### src/rtl/afifo_write_arbiter_if.sv
// Requester-side and FIFO write-side signals of the FIFO write arbiter.
// The arbiter uses the slave modport; whatever drives requests and the full flag uses master.
interface afifo_write_arbiter_if #(
  parameter int DataSize = 3,
  parameter int NumReq   = 4
);
  localparam int GrantW = $clog2(NumReq);

  logic [NumReq-1:0]          ReqValid;
  logic [NumReq*DataSize-1:0] ReqData;
  logic [NumReq-1:0]          ReqReady;
  logic                       full;
  logic                       Push;
  logic [DataSize-1:0]        DataIn;
  logic [GrantW-1:0]          GrantId;
  logic                       Busy;
  logic [15:0]                StallCnt;

  modport master (
    output ReqValid, ReqData, full,
    input  ReqReady, Push, DataIn, GrantId, Busy, StallCnt
  );

  modport slave (
    input  ReqValid, ReqData, full,
    output ReqReady, Push, DataIn, GrantId, Busy, StallCnt
  );
endinterface

### src/rtl/afifo_write_arbiter.sv
// Round-robin arbiter feeding the write side of a FIFO; a grant holds for up to
// MaxBurst pushes, stalls on full, and releases when its requester drops valid.
module afifo_write_arbiter #(
  parameter int DataSize = 3,
  parameter int NumReq   = 4,
  parameter int MaxBurst = 4
) (
  input  logic                  Wclk,
  input  logic                  Wresetn,
  afifo_write_arbiter_if.slave  bus
);

  localparam int GrantW = $clog2(NumReq);
  localparam int BurstW = $clog2(MaxBurst) + 1;
  localparam logic [BurstW-1:0] LastBeat = BurstW'(MaxBurst - 1);

  typedef enum logic {
    IDLE  = 1'b0,
    BURST = 1'b1
  } state_e;

  state_e              state_q, state_d;
  logic [GrantW-1:0]   grant_q, grant_d;
  logic [GrantW-1:0]   last_q, last_d;
  logic [BurstW-1:0]   burst_q, burst_d;
  logic [15:0]         stall_q, stall_d;
  logic [GrantW-1:0]   winner;
  logic                win_found;
  logic                sel_valid;
  logic                push;
  logic [DataSize-1:0] req_slice [NumReq];

  genvar gi;
  generate
    for (gi = 0; gi < NumReq; gi++) begin : g_req
      assign req_slice[gi]    = bus.ReqData[gi*DataSize +: DataSize];
      assign bus.ReqReady[gi] = push && (grant_q == GrantW'(gi));
    end
  endgenerate

  // Search starts one past the last holder; offset NumReq wraps back onto it.
  always_comb begin
    winner    = '0;
    win_found = 1'b0;
    for (int k = 1; k <= NumReq; k++) begin
      logic [GrantW-1:0] cand;
      cand = last_q + GrantW'(k);
      if (!win_found && bus.ReqValid[cand]) begin
        winner    = cand;
        win_found = 1'b1;
      end
    end
  end

  assign sel_valid = bus.ReqValid[grant_q];

  always_ff @(posedge Wclk or negedge Wresetn) begin
    if (!Wresetn) begin
      state_q <= IDLE;
      grant_q <= '0;
      last_q  <= GrantW'(NumReq - 1);
      burst_q <= '0;
      stall_q <= '0;
    end else begin
      state_q <= state_d;
      grant_q <= grant_d;
      last_q  <= last_d;
      burst_q <= burst_d;
      stall_q <= stall_d;
    end
  end

  always_comb begin
    state_d = state_q;
    grant_d = grant_q;
    last_d  = last_q;
    burst_d = burst_q;
    stall_d = stall_q;
    push    = 1'b0;
    unique case (state_q)
      IDLE: begin
        if (win_found) begin
          grant_d = winner;
          burst_d = '0;
          state_d = BURST;
        end
      end
      BURST: begin
        if (!sel_valid) begin
          state_d = IDLE;
          last_d  = grant_q;
        end else if (bus.full) begin
          if (stall_q != 16'hFFFF) begin
            stall_d = stall_q + 16'd1;
          end
        end else begin
          push    = 1'b1;
          burst_d = burst_q + BurstW'(1);
          if (burst_q == LastBeat) begin
            state_d = IDLE;
            last_d  = grant_q;
          end
        end
      end
      default: state_d = IDLE;
    endcase
  end

  assign bus.Push     = push;
  assign bus.DataIn   = req_slice[grant_q];
  assign bus.GrantId  = grant_q;
  assign bus.Busy     = (state_q == BURST);
  assign bus.StallCnt = stall_q;

endmodule

### src/flat_wrapper.sv
// flat-port wrapper written by rule: the top's interface ports become plain ports
module afifo_write_arbiter_flat 
#(
  parameter int DataSize = 3,
  parameter int NumReq   = 4,
  parameter int MaxBurst = 4
)
  (Wclk, Wresetn, bus_ReqValid, bus_ReqData, bus_full, bus_ReqReady, bus_Push, bus_DataIn, bus_GrantId, bus_Busy, bus_StallCnt);
  afifo_write_arbiter_if #(.DataSize(DataSize), .NumReq(NumReq)) bus_i ();
  input  logic Wclk;
  input  logic Wresetn;
  input wire logic [$bits(bus_i.ReqValid)-1:0] bus_ReqValid;
  input wire logic [$bits(bus_i.ReqData)-1:0] bus_ReqData;
  input wire logic [$bits(bus_i.full)-1:0] bus_full;
  output wire logic [$bits(bus_i.ReqReady)-1:0] bus_ReqReady;
  output wire logic [$bits(bus_i.Push)-1:0] bus_Push;
  output wire logic [$bits(bus_i.DataIn)-1:0] bus_DataIn;
  output wire logic [$bits(bus_i.GrantId)-1:0] bus_GrantId;
  output wire logic [$bits(bus_i.Busy)-1:0] bus_Busy;
  output wire logic [$bits(bus_i.StallCnt)-1:0] bus_StallCnt;
  assign bus_i.ReqValid = bus_ReqValid;
  assign bus_i.ReqData = bus_ReqData;
  assign bus_i.full = bus_full;
  assign bus_ReqReady = bus_i.ReqReady;
  assign bus_Push = bus_i.Push;
  assign bus_DataIn = bus_i.DataIn;
  assign bus_GrantId = bus_i.GrantId;
  assign bus_Busy = bus_i.Busy;
  assign bus_StallCnt = bus_i.StallCnt;
  afifo_write_arbiter #(.DataSize(DataSize), .NumReq(NumReq), .MaxBurst(MaxBurst)) u_core (.Wclk(Wclk), .Wresetn(Wresetn), .bus(bus_i));
endmodule
### config.mk
export PLATFORM = sky130hd
export DESIGN_NAME = afifo_write_arbiter_flat
export DESIGN_NICKNAME = d
export VERILOG_FILES = /design/src/rtl/afifo_write_arbiter_if.sv /design/src/rtl/afifo_write_arbiter.sv /design/src/flat_wrapper.sv
export SDC_FILE = /design/constraint.sdc
export NUM_CORES = 1
export LEC_CHECK = 0
export CAP_MARGIN = 0
export CORE_AREA = 2 2 60 62
export CTS_CLUSTER_SIZE = 14
export DETAILED_ROUTE_END_ITERATION = 8
export DIE_AREA = 0 0 62 64
export PLACE_DENSITY = 0.76
export SLEW_MARGIN = 20
export SYNTH_ARGS = -nofsm -noshare
export SYNTH_HDL_FRONTEND = slang
export SYNTH_SLANG_ARGS = --single-unit
### constraint.sdc
create_clock -name Wclk -period 2.5 [get_ports Wclk]
set_input_delay 0.5 -clock Wclk [delete_from_list [all_inputs] [get_ports Wclk]]
set_output_delay 0.5 -clock Wclk [all_outputs]
set_load 0.02 [all_outputs]
==> metrics.log <==
INFO  metric startpoint_type = primary input
INFO  metric worst_min_delay_path_endpoint = u_core.burst_q[0]
INFO  metric post_synth_instance_area = 1450 um^2
INFO  metric ys_ff_latch = 24
INFO  metric critPathArrivalTime = 1.95 ns
INFO  metric grt_pass1_wl = 5430 um
INFO  metric cts_hold_buffers = 0
INFO  metric post-route-min-period = 2.45 ns
INFO  metric boundaryPins = 46
INFO  metric flow.area_growth_from_synthesis = 41.7%
INFO  metric cts_tree = built
INFO  metric cp_data_required_time = 2.00 ns
INFO  metric design.core.area = 3280 um^2
INFO  metric synth_top_cell_area_share = 38.0%
INFO  metric rows = 21
INFO  metric min_delay_path_depth = 1
INFO  metric wl_per_cell = 14.1 um
INFO  metric timing.final.hold_violations = 0
INFO  metric postSynthAreaPerCell = 11.3 um^2
INFO  metric synth_adder_area_share = 2.59%
INFO  metric die-width = 62 um
INFO  metric register_to_register_path_setup_slack = 0.60 ns
INFO  metric grt_util_all_layers = 17.6%
INFO  metric synth-edff-count = 0
INFO  metric ir_worst_vdd = 611 uV
INFO  metric cp_common_cell = sky130_fd_sc_hd__clkdlybuf4s50_1
INFO  metric final_routed_drc_violation_total = 0
INFO  metric run_status = complete, no violations
INFO  metric clock.fmax = 0.408 GHz
INFO  metric clock_tree.htree_level_count = 1
INFO  metric route.final.wire_length = 3270 um
INFO  metric postSynthNetCount = 150
INFO  metric buffer_ports.inserted = 45
INFO  metric cts.sinks = 24
INFO  metric static-leakage-power = 0.910 nW
INFO  metric vias_in_the_first_global_route = 1219
INFO  metric finish.cell_count_without_fillers = 232
INFO  metric setup_viol_count_final = 0
INFO  metric ys.warnings.count = 0
INFO  metric hp-start = u_core.burst_q[0]
INFO  metric cpPeakStageDelay = 0.56 ns
INFO  metric gpl.final_weighted_congestion = 0.818
INFO  metric synthMostInstantiatedCell = sky130_fd_sc_hd__dfrtp_1
INFO  metric synth_xor_xnor_area_share = 9.07%
INFO  metric synth.top_cells.by_count = sky130_fd_sc_hd__dfrtp_1 (22), sky130_fd_sc_hd__nand2_1 (12), sky130_fd_sc_hd__xor2_1 (8)
INFO  metric timing.max_cap.violations = 0
INFO  metric num_antenna_cells = 0
INFO  metric drt_first_pass_iters = 4
INFO  metric finClkSkew = 0.00920 ns
INFO  metric slew_headroom = 76.0%
INFO  metric route.detailed.vias_per_inst = 5.22
INFO  metric worst_skew_pair_latency = 0.31 ns
INFO  metric ys_top_cells_by_area = sky130_fd_sc_hd__dfrtp_1 (38%), sky130_fd_sc_hd__xor2_1 (4.8%), sky130_fd_sc_hd__xnor2_1 (4.2%)
INFO  metric synth.yosys.seq_area_share = 41.6%
INFO  metric pin_count_of_the_biggest_net_entering_global_routing = 25
INFO  metric synth_ff_type = sky130_fd_sc_hd__dfrtp_1
INFO  metric clk_path_buf_depth = 2
INFO  metric crit_type = in2out
INFO  metric critical_path.endpoint_type = output port
INFO  metric critPathMaxFanout = 1
INFO  metric ff2ff_path_depth = 5
INFO  metric synthSimpleGateAreaFrac = 23.8%
INFO  metric postRouteAntennaNets = 0
INFO  metric grt_antenna_before_repair = 0
INFO  metric yosys.area.top_type = sky130_fd_sc_hd__dfrtp_1
INFO  metric final_util = 62.5%
INFO  metric netlist_instances = 128
INFO  metric drt-initial-drc-count = 79
INFO  metric reg2reg_to = u_core.bus.StallCnt[1]
INFO  metric unrepaired_setup_endpoints_after_global_routing = no
INFO  metric worstPathCellList = clkdlybuf4s50_1, mux4_1, clkdlybuf4s50_1
INFO  metric global_route.overflow_total = 0
INFO  metric post-place-cells = 226
INFO  metric final_layout_size_suffix_gt1_share = 22.0%
INFO  metric timing.hold.worst.class = reg2reg
INFO  metric synth-compound-area-share = 9.24%
INFO  metric synth.mux.area_fraction = 9.93%
INFO  metric crit_slowest_cell = sky130_fd_sc_hd__clkdlybuf4s50_1
INFO  metric fin_nets = 209
INFO  metric timing_worst_slew_pin_value = 0.360 ns
INFO  metric vias = 1212
INFO  metric slew_viol_final = 0
INFO  metric initial_core_util = 44.1%
INFO  metric die_h = 64 um
INFO  metric cts_clk_pin_slew_worst_paths = 0.13 ns
INFO  metric die_outline_area = 3970 um^2
INFO  metric crit_reg_reg_startpoint = u_core.bus.StallCnt[0]
INFO  metric cts-buffers-inserted = 3
INFO  metric cts-root-buf = sky130_fd_sc_hd__clkbuf_4
INFO  metric synthArstFlopShare = 100%
INFO  metric timing.final.crit_share = 98.1%
INFO  metric synth_top_family_by_area = simple AND/OR/NAND/NOR gates
INFO  metric dp_hpwl = 2520 um
INFO  metric synth.lib_cells_used.distinct = 39
INFO  metric power_density = 847 nW/um^2
==> through the flow <==
step	power [W]	hold WS, ns	TNS [ns]	instance area [um^2]	worst slack, ns
2_1_floorplan	0.00115	0.204	0	1450	0.223
3_3_place_gp	0.00150	0.471	-1.05	2010	-0.306
3_5_place_dp	0.00154	0.491	-1.45	2010	-0.362
4_1_cts	0.00176	0.511	0	2060	0.0102
5_1_grt	0.00185	0.527	0	2050	0.0105
6_report	0.00174	0.503	0	2050	0.0478
==> report_power, final <==
part	internal, W	leakage (nW)	switching, W
Sequential	0.000497	0.312	0.000127
Clock	0.0000888	0.0210	0.000117
Combinational	0.000463	0.577	0.000446
Total	0.00105	0.910	0.000690
==> worst max-delay path: cells and delay by family <==
kind / cells / cell delay, ns
buf+inv: 2 / 0.96
mux: 1 / 0.49
==> sequential cells by signal, summed over array words and instances (netlist names) <==
| register | flops |
|---|---|
| u_core.bus.StallCnt | 16 |
| u_core.last_q | 2 |
| u_core.burst_q | 3 |
| u_core.bus.GrantId | 2 |
| u_core.bus.Busy | 1 |
==> routing by layer <==
| metal | GRT usage [%] | up-vias | wire (um) |
|---|---|---|---|
| met3 | 4.05 | 4 | 201 |
| li1 | - | 593 | - |
| met4 | 3.19 | 0 | 26 |
| met2 | 30.7 | 43 | 1670 |
| met5 | 0 | - | 0 |
| met1 | 21.8 | 572 | 1370 |
==> worst max path at each step <==
stage,startpoint,endpoint,slack [ns],depth (start not counted)
finish,bus_ReqData[2],bus_DataIn[2],0.05,3
global route,bus_ReqValid[2],bus_ReqReady[2],0.01,6
CTS,bus_ReqValid[3],bus_Push,0.01,6
detailed placement,bus_ReqValid[3],bus_ReqReady[3],-0.36,6
global placement,bus_ReqValid[3],bus_ReqReady[3],-0.31,6
floorplan,u_core.bus.GrantId[1],bus_ReqReady[3],0.22,5
==> layout by cell type, fill, tap and decap left out, types with 2 or more instances in the layout <==
master and n:
sky130_fd_sc_hd__and2_1 2, sky130_fd_sc_hd__nor2_1 5, sky130_fd_sc_hd__a21oi_1 3, sky130_fd_sc_hd__o2111ai_1 3, sky130_fd_sc_hd__inv_1 5, sky130_fd_sc_hd__clkdlybuf4s50_1 38, sky130_fd_sc_hd__dfstp_2 2, sky130_fd_sc_hd__nand4_1 2
sky130_fd_sc_hd__nor3b_1 3, sky130_fd_sc_hd__xnor2_1 7, sky130_fd_sc_hd__mux4_2 2, sky130_fd_sc_hd__mux2i_1 2, sky130_fd_sc_hd__and3_1 3, sky130_fd_sc_hd__o211ai_1 3, sky130_fd_sc_hd__nor3_1 3, sky130_fd_sc_hd__xor2_1 8
sky130_fd_sc_hd__dlygate4sd2_1 2, sky130_fd_sc_hd__and4_1 3, sky130_fd_sc_hd__nand2b_1 2, sky130_fd_sc_hd__clkbuf_4 3, sky130_fd_sc_hd__buf_4 14, sky130_fd_sc_hd__o21ai_0 3, sky130_fd_sc_hd__nor4_2 4, sky130_fd_sc_hd__nor4b_2 3
sky130_fd_sc_hd__nand3_1 5, sky130_fd_sc_hd__nand2_1 12, sky130_fd_sc_hd__mux4_1 2, sky130_fd_sc_hd__buf_2 4, sky130_fd_sc_hd__ha_1 3, sky130_fd_sc_hd__dfrtp_1 21
==> timing repair <==
item	4_1_cts	5_1_grt
setup endpoints to repair	6	2
cloned	0	0
resized for setup	21	2
setup buffers	2	0
==> cells by family after synthesis <==
group | count (synthesis)
simple gates | 50
buf+inv | 10
mux | 8
compound gates | 18
xor+xnor | 15
flops | 24
fa+ha+maj | 3
==> area by class of cell <==
class	count	area [um^2]
clock buffer	4	36.3
fill	280	1230
inverter	5	18.8
multi-input combinational	94	801
sequential	24	604
tap	46	57.6
timing repair buffer	59	536
Note: power is estimated with default switching activity, not from simulation.
